[src/rtl/change_dispenser.sv]
// Pays out a change amount one coin per handshake, largest denomination first (50/10/5/1).
// All outputs registered; an unacknowledged coin past TIMEOUT_CYC cycles locks into a sticky fault.
module change_dispenser #(
   parameter int AMT_W       = 8,
   parameter int TIMEOUT_CYC = 255
) (
   input  logic             clk,
   input  logic             rst,
   input  logic             change_valid,
   input  logic [AMT_W-1:0] change_amt,
   output logic [3:0]       coin_out,
   output logic             coin_out_valid,
   input  logic             coin_out_ack,
   output logic [AMT_W-1:0] remaining,
   output logic             busy,
   output logic             done,
   output logic             fault
);

   localparam int CNT_W = (TIMEOUT_CYC < 2) ? 1 : $clog2(TIMEOUT_CYC + 1);
   localparam logic [CNT_W-1:0] CNT_LAST = CNT_W'(TIMEOUT_CYC - 1);

   localparam logic [AMT_W-1:0] D50 = AMT_W'(50);
   localparam logic [AMT_W-1:0] D10 = AMT_W'(10);
   localparam logic [AMT_W-1:0] D5  = AMT_W'(5);
   localparam logic [AMT_W-1:0] D1  = AMT_W'(1);

   typedef enum logic [2:0] {
      IDLE,
      SELECT,
      ISSUE,
      DONE,
      FAULT
   } state_t;

   state_t           state_q;
   logic [3:0]       coin_q;
   logic             vld_q;
   logic [AMT_W-1:0] rem_q;
   logic             busy_q;
   logic             done_q;
   logic             fault_q;
   logic [CNT_W-1:0] cnt_q;

   logic [3:0]       coin_d;
   logic [AMT_W-1:0] coin_val;
   logic [AMT_W-1:0] rem_d;

   // Largest coin that still fits in what is owed.
   always_comb begin
      coin_d = 4'b0001;
      if (rem_q >= D50) begin
         coin_d = 4'b1000;
      end else if (rem_q >= D10) begin
         coin_d = 4'b0100;
      end else if (rem_q >= D5) begin
         coin_d = 4'b0010;
      end
   end

   always_comb begin
      coin_val = '0;
      case (coin_q)
         4'b1000: coin_val = D50;
         4'b0100: coin_val = D10;
         4'b0010: coin_val = D5;
         4'b0001: coin_val = D1;
         default: coin_val = '0;
      endcase
      rem_d = rem_q - coin_val;
   end

   always_ff @(posedge clk or posedge rst) begin
      if (rst) begin
         state_q <= IDLE;
         coin_q  <= '0;
         vld_q   <= 1'b0;
         rem_q   <= '0;
         busy_q  <= 1'b0;
         done_q  <= 1'b0;
         fault_q <= 1'b0;
         cnt_q   <= '0;
      end else begin
         case (state_q)
            IDLE: begin
               done_q <= 1'b0;
               if (change_valid) begin
                  rem_q  <= change_amt;
                  busy_q <= 1'b1;
                  if (change_amt == '0) begin
                     state_q <= DONE;
                     done_q  <= 1'b1;
                  end else begin
                     state_q <= SELECT;
                  end
               end
            end
            SELECT: begin
               coin_q  <= coin_d;
               vld_q   <= 1'b1;
               cnt_q   <= '0;
               state_q <= ISSUE;
            end
            ISSUE: begin
               // An ack on the timeout edge still counts as a successful dispense.
               if (coin_out_ack) begin
                  vld_q  <= 1'b0;
                  coin_q <= '0;
                  rem_q  <= rem_d;
                  if (rem_d == '0) begin
                     state_q <= DONE;
                     done_q  <= 1'b1;
                  end else begin
                     state_q <= SELECT;
                  end
               end else if (cnt_q == CNT_LAST) begin
                  vld_q   <= 1'b0;
                  coin_q  <= '0;
                  fault_q <= 1'b1;
                  state_q <= FAULT;
               end else begin
                  cnt_q <= cnt_q + CNT_W'(1);
               end
            end
            DONE: begin
               done_q  <= 1'b0;
               busy_q  <= 1'b0;
               rem_q   <= '0;
               state_q <= IDLE;
            end
            FAULT: begin
               state_q <= FAULT;
            end
            default: begin
               state_q <= IDLE;
            end
         endcase
      end
   end

   assign coin_out       = coin_q;
   assign coin_out_valid = vld_q;
   assign remaining      = rem_q;
   assign busy           = busy_q;
   assign done           = done_q;
   assign fault          = fault_q;

endmodule
[config.mk]
export PLATFORM = sky130hd
export DESIGN_NAME = change_dispenser
export DESIGN_NICKNAME = d
export VERILOG_FILES = /design/src/rtl/change_dispenser.sv
export SDC_FILE = /design/constraint.sdc
export NUM_CORES = 1
export LEC_CHECK = 0
export ABC_AREA = 1
export BUFFER_PORTS_ARGS = -buffer_cell sky130_fd_sc_hd__buf_4
export CAP_MARGIN = 15
export CORE_MARGIN = 5
export CORE_UTILIZATION = 61
export CTS_CLUSTER_SIZE = 12
export DETAILED_ROUTE_END_ITERATION = 12
export PLACE_DENSITY = 0.84
export SETUP_SLACK_MARGIN = 0.05
export SLEW_MARGIN = 30
export SYNTH_ARGS = -nofsm -noshare
export SYNTH_HDL_FRONTEND = slang
export SYNTH_SLANG_ARGS = --single-unit
[constraint.sdc]
create_clock -name clk -period 3.2 [get_ports clk]
set_clock_uncertainty 0.2 [all_clocks]
set_input_delay 0.16 -clock clk [delete_from_list [all_inputs] [get_ports clk]]
set_output_delay 0.16 -clock clk [all_outputs]
set_load 0.005 [all_outputs]
==> results of run 1 <==
cells by family after synthesis:
family | after synthesis
and+or+nand+nor | 135
buffers and inverters | 48
AOI/OAI and AO/OA | 43
DFF | 27
adders and majority gates | 9
xor gates and xnor gates | 2
flip-flops by register name, summed over array words and instances (netlist names):
register / cells
coin_out: 4
remaining: 8
fault: 1
coin_out_valid: 1
done: 1
busy: 1
cnt_q: 8
state_q: 3
area by class of cell:
| cell class | count | area share [%] |
|---|---|---|
| multi-input combinational | 189 | 45.6 |
| sequential | 27 | 30.0 |
| timing repair buffer | 38 | 13.9 |
| inverter | 45 | 7.50 |
| tap | 33 | 1.83 |
| clock buffer | 3 | 0.999 |
| clock inverter | 1 | 0.222 |
worst min-delay path by stage:
stage,start,endpoint,slack [ns],cells after the start
6_report,rst,cnt_q[7],0.22,3
5_1_grt,rst,cnt_q[7],0.27,3
4_1_cts,rst,cnt_q[7],0.22,3
3_5_place_dp,rst,cnt_q[7],0.06,2
3_3_place_gp,change_valid,busy,0.20,3
2_1_floorplan,rst,busy,0.01,1
power by group:
part / internal [mW] / switching [mW] / total, mW
Clock: 0.0472 / 0.110 / 0.157
Combinational: 0.544 / 0.879 / 1.42
Sequential: 0.450 / 0.116 / 0.566
layout by cell type (no fill, tap or decap), types with 4 or more instances in the layout:
master	count
inv_2	5
ha_1	8
o21ai_0	14
nand2_1	67
dlygate4sd3_1	11
nand4_1	4
nor3_1	5
a21oi_1	15
nand3_1	22
a22oi_1	4
buf_4	27
inv_1	40
nor2_1	19
dfrtp_1	27
metal layers:
layer	vias to the layer above	part of all wire [%]	GRT usage, %
met3	11	5.0	2.74
met5	-	0	0
met1	831	43	29.1
met2	56	49	39.0
met4	0	2.7	11.4
li1	944	-	-
timing repair:
item,CTS,global route
endpoints found under the hold margin,39,0
hold buffers,11,0
endpoints found under the setup margin,0,0
through the flow:
stage / utilization (%) / cell area [um2]
floorplan: - / 1890
global placement: 70.5 / 2120
detailed placement: 70.5 / 2120
CTS: 75.0 / 2250
global route: 75.0 / 2250
finish: 75.0 / 2250
Yosys cell counts:
cell	n	area share, %
nand4_4	1	1.1
nor2_8	1	1.1
o21ai_1	3	0.79
nor4_1	3	0.99
o22ai_1	3	0.99
buf_6	1	0.60
nand2_2	1	0.33
nand2_4	2	1.2
nand4_1	4	1.3
and2_0	1	0.33
o311ai_0	1	0.46
nor3b_1	1	0.40
nor3_1	5	1.3
inv_1	41	8.1
o21bai_1	1	0.40
nand3_1	22	5.8
xor2_1	1	0.46
a21boi_0	1	0.40
dfrtp_1	27	36
or2_2	3	0.99
nand2_1	67	13
inv_2	4	0.79
o21ai_0	14	3.7
nor3_4	1	0.86
clkbuf_1	1	0.20
nor2_4	1	0.60
fa_1	1	1.1
nor2_1	19	3.8
nor2_2	3	0.99
xnor2_1	1	0.46
a21oi_1	15	4.0
a22oi_1	4	1.6
a31oi_1	1	0.33
buf_2	1	0.26
ha_1	8	5.3
worst max-delay path, stage by stage (launching register included):
cell     delay (ns)
dfrtp_1        0.45
o21ai_0        0.18
a21oi_1        0.06
ha_1           0.21
fa_1           0.41
inv_1          0.07
nand2_1        0.04
nand2_1        0.09
nand3_1        0.09
nand3_1        0.07
nand2_1        0.07
nor2_1         0.16
nand3_1        0.10
nand2_1        0.07
nand2_1        0.05
nand2_1        0.05
==> summary.md, run 1 <==
| Metric | Value |
|---|---|
| Simple-Gate Fraction of Synth Area | `34.4%` |
| First-pass GRT wire length | `7.75 mm` |
| Yosys cell types | `35` |
| Post-synthesis mux area share | `0%` |
| GR Util All Layers | `23.2%` |
| Final antenna-violating net count | `0` |
| WS Path Type | `flop to flop` |
| Final Hold Vio Count | `0` |
| DR vias | `1842` |
| Drc violations | `0` |
| Layout cell share with drive strength beyond 1 | `~16%` |
| Post-Synth XOR/XNOR Area | `0.926%` |
| Final period demand of the worst path | `2.43 ns` |
| Crit path launch | `coin_out[1]` |
| Clock Sink Count | `27` |
| R2r endpoint | `state_q[1]` |
| Non-filler cells, final | `336` |
| Final worst-path cycle share | `76.0%` |
| H-Tree Depth | `1` |
| Post-Syn Area | `between 0.0015 and 0.002 mm2` |
| FP Rows | `20` |
| Leakage | `1.20 nW` |
| Syn Inst Count | `264` |
| Hold WC Path Type | `input pin to async pin` |
| Die height | `~66 um` |
| Total core area | `between 0.003 and 0.004 mm2` |
| Largest net degree at the start of global routing | `28` |
| Area grow syn2layout | `19.1%` |
| Sequential cell area | `676 um2` |
| Largest family of logic cells by synthesized area | `simple AND/OR/NAND/NOR gates` |
| Place WS | `0.809 ns` |
| Post-cts sizing count | `0` |
| Worst slew pin tran | `approximately 0.63 ns` |
| Worst-path fanout max | `6` |
| CTS tree | `yes` |
| Final WL | `4.49 mm` |
| RSZ-0062 raised after global routing | `no` |
| Tot Pwr | `about 2.1 mW` |
| Mean area per synthesized cell | `7.17 um2` |
| Crit path to | `state_q[1]` |
| Port bufs | `27` |
| Number of buffers created by CTS | `3` |
| Adder-Cell Fraction of Synth Area | `6.35%` |
| CP arrival | `2.53 ns` |
| DRT Pass-1 Iters | `5` |
| Outcome | `finished, final reports clean` |
| Reg-to-reg setup timing slack | `0.77 ns` |
| DP HPWL | `3.36 mm` |
| Setup ws final | `0.767 ns` |
| Peak VDD IR | `0.695 mV` |
| Crit start category | `flop` |
| Initial DRC count | `approximately 110` |
| Die X | `65.7 um` |
| Final GP Congestion | `about 0.83` |
| CP required | `~3.3 ns` |
| DR WL/cell | `roughly 13 um` |
| Setup violators final | `0` |
| Max Slew Vio Count | `0` |
| Crit end category | `flop` |
| Max-cap violations | `0` |
| Area of the multi-input gates | `0.00103 mm2` |
| Clock Path Buffers | `2` |
| #FFs+latches synth | `27` |
| Io pins | `28` |
| DIE AREA | `around 0.0043 mm2` |
| WHS | `0.224 ns` |
| Register area share after synthesis | `35.7%` |
| Post-CTS setup buffer count | `0` |
| Worst-Skew Late Latency | `0.34 ns` |
| R2R depth | `15` |
| Compound-cell area share of the yosys netlist | `12.6%` |
| Placed cells | `321` |
| Power per cell area | `952 mW/mm2` |
| Vias in the first global route | `1721` |
| Clock slew at reported path FFs | `0.15 ns` |
| GRT overflow | `0` |
| Fillers | `239` |
| N_diodes | `0` |
| Max Fclk | `411 MHz` |
| CTS root buffer | `clkbuf_4` |
| Syn. warnings | `0` |
| Nets | `325` |
| Mapped Nets | `roughly 290` |
| Worst reg2reg path startpoint | `coin_out[1]` |
| Max-slew headroom | `57.2%` |
| Vias/cell | `between 5 and 6` |
| Initial antenna violation count | `0` |
| Initial Utilization | `between 60 and 70%` |
| Final TNS setup | `0 ns` |
Power figures use the tool's default switching activity.
==> run 2: changes to the inputs <==
CORE_UTILIZATION = 57   (was 61)
PLACE_DENSITY = 0.8   (was 0.84)
clock period = 2.38 ns   (was 3.2 ns; I/O delays follow)
==> summary.md, run 2 (synthesis results as in run 1) <==
| Metric | Value |
|---|---|
| Final worst-path cycle share | `101%` |
| GRT overflow | `0` |
| RSZ-0062 raised after global routing | `yes` |
| CTS tree | `yes` |
| H-Tree Depth | `1` |
| Peak VDD IR | `about 0.64 mV` |
| Initial DRC count | `100` |
| WS Path Type | `flop to flop` |
| Final period demand of the worst path | `approximately 2.4 ns` |
| Die X | `just under 70 um` |
| Worst slew pin tran | `~0.62 ns` |
| Final GP Congestion | `between 0.8 and 0.9` |
| DR vias | `1938` |
| Max Slew Vio Count | `0` |
| Max-slew headroom | `57.9%` |
| WHS | `0.190 ns` |
| Initial Utilization | `57.6%` |
| Final Hold Vio Count | `0` |
| Crit start category | `flop` |
| Io pins | `28` |
| Setup violators final | `2` |
| DP HPWL | `about 3.4 mm` |
| GR Util All Layers | `22.9%` |
| Area grow syn2layout | `33.9%` |
| Place WS | `-0.0298 ns` |
| CP required | `2.46 ns` |
| Clock slew at reported path FFs | `0.15 ns` |
| Vias/cell | `approximately 5.4` |
| Initial antenna violation count | `0` |
| Max-cap violations | `0` |
| Setup ws final | `-0.0240 ns` |
| Nets | `335` |
| Number of buffers created by CTS | `3` |
| Max Fclk | `416 MHz` |
| Failing checks | `negative setup slack` |
| Power per cell area | `1400 mW/mm2` |
| Outcome | `finished with violations` |
| Clock Path Buffers | `2` |
| FP Rows | `21` |
| Final WL | `5.26 mm` |
| Post-route cell area | `0.00253 mm2` |
| Vias in the first global route | `roughly 1800` |
| Commonest non-fill, non-tap cell in the layout | `nand2_1` |
| Placed cell area | `0.00215 mm2` |
| Worst-Skew Late Latency | `0.33 ns` |
| DRT Pass-1 Iters | `4` |
| CP arrival | `between 2 and 2.5 ns` |
| Drc violations | `0` |
| Worst-path fanout max | `4` |
| Highest-count cells in the layout ignoring fill and taps | `59 x nand2_1, 39 x inv_1, 35 x buf_4` |
| Post-layout util | `77.1%` |
| Leakage | `1.27 nW` |
| Largest net degree at the start of global routing | `28` |
| Crit end category | `flop` |
| First-pass GRT wire length | `7.86 mm` |
| DR WL/cell | `between 10 and 15 um` |
| DIE AREA | `between 0.004 and 0.005 mm2` |
| Total core area | `0.00328 mm2` |
| CTS root buffer | `clkbuf_4` |
| Port bufs | `27` |
| Layout cell share with drive strength beyond 1 | `28.8%` |
| N_diodes | `0` |
| Final antenna-violating net count | `0` |
| Hold WC Path Type | `input pin to async pin` |
| Clock Sink Count | `27` |
| Die height | `67.6 um` |
run 2: stage by stage:
step | power [mW] | std cells | setup TNS, ns
2_1_floorplan | 2.14 | 264 | 0
3_3_place_gp | 2.62 | 337 | 0
3_5_place_dp | 2.66 | 337 | -0.0496
4_1_cts | 2.93 | 356 | 0
5_1_grt | 3.87 | 359 | -0.315
6_report | 3.56 | 359 | -0.0280
run 2: routing by layer:
metal  wire, um  global-route usage [%]  up-vias
li1           -                       -      957
met4        135                    9.37        0
met2       2710                    39.5       74
met3        245                    3.16       14
met5          0                       0        -
met1       2170                    28.5      893
run 2: layout make-up:
cell class / instances / area [um2]
clock buffers: 3 / 22.5
clock inverters: 1 / 5.00
fillers: 238 / 751
inverters: 45 / 169
multi-input cells: 189 / 1210
flip-flops and latches: 27 / 676
well taps: 46 / 57.6
repair buffers: 48 / 395
run 2: path summary, 6_finish.rpt:
kind | to | depth (start not counted) | slack (ns) | start
max in group asynchronous | remaining[6] | 4 | 1.53 | rst
worst min register to register | fault | 1 | 0.30 | fault
min in group clk | fault | 1 | 0.30 | fault
worst min-delay path | cnt_q[7] | 4 | 0.19 | rst
worst max register to register | state_q[1] | 13 | -0.02 | coin_out[0]
worst max-delay path | state_q[1] | 13 | -0.02 | coin_out[0]
run 2: critical path, cell delays in order, from the launching register on:
cell and delay, ns:
dfrtp_1 0.47, o21ai_1 0.16, a21oi_1 0.08, ha_2 0.20, fa_2 0.36, buf_6 0.14
xnor2_4 0.14, nor2_2 0.13, nand3_2 0.11, nor2_4 0.12, nand3_1 0.08, nand2_1 0.06
nand2_1 0.05, nand2_1 0.05
run 2: power by group:
part           switching [mW]  internal (mW)  total [mW]  leakage (nW)
clock network           0.141         0.0632       0.205        0.0177
registers               0.167          0.605       0.772         0.344
logic                    1.51           1.07        2.58         0.906
run 2: repair_timing:
item                                    in CTS  in global routing
endpoints found under the hold margin       39                  0
gates resized for setup                      3                 39
endpoints found under the setup margin       2                  7
pin swaps                                    2                  8
gates cloned                                 0                  0
hold buffers                                11                  0
buffers inserted                             4                  3
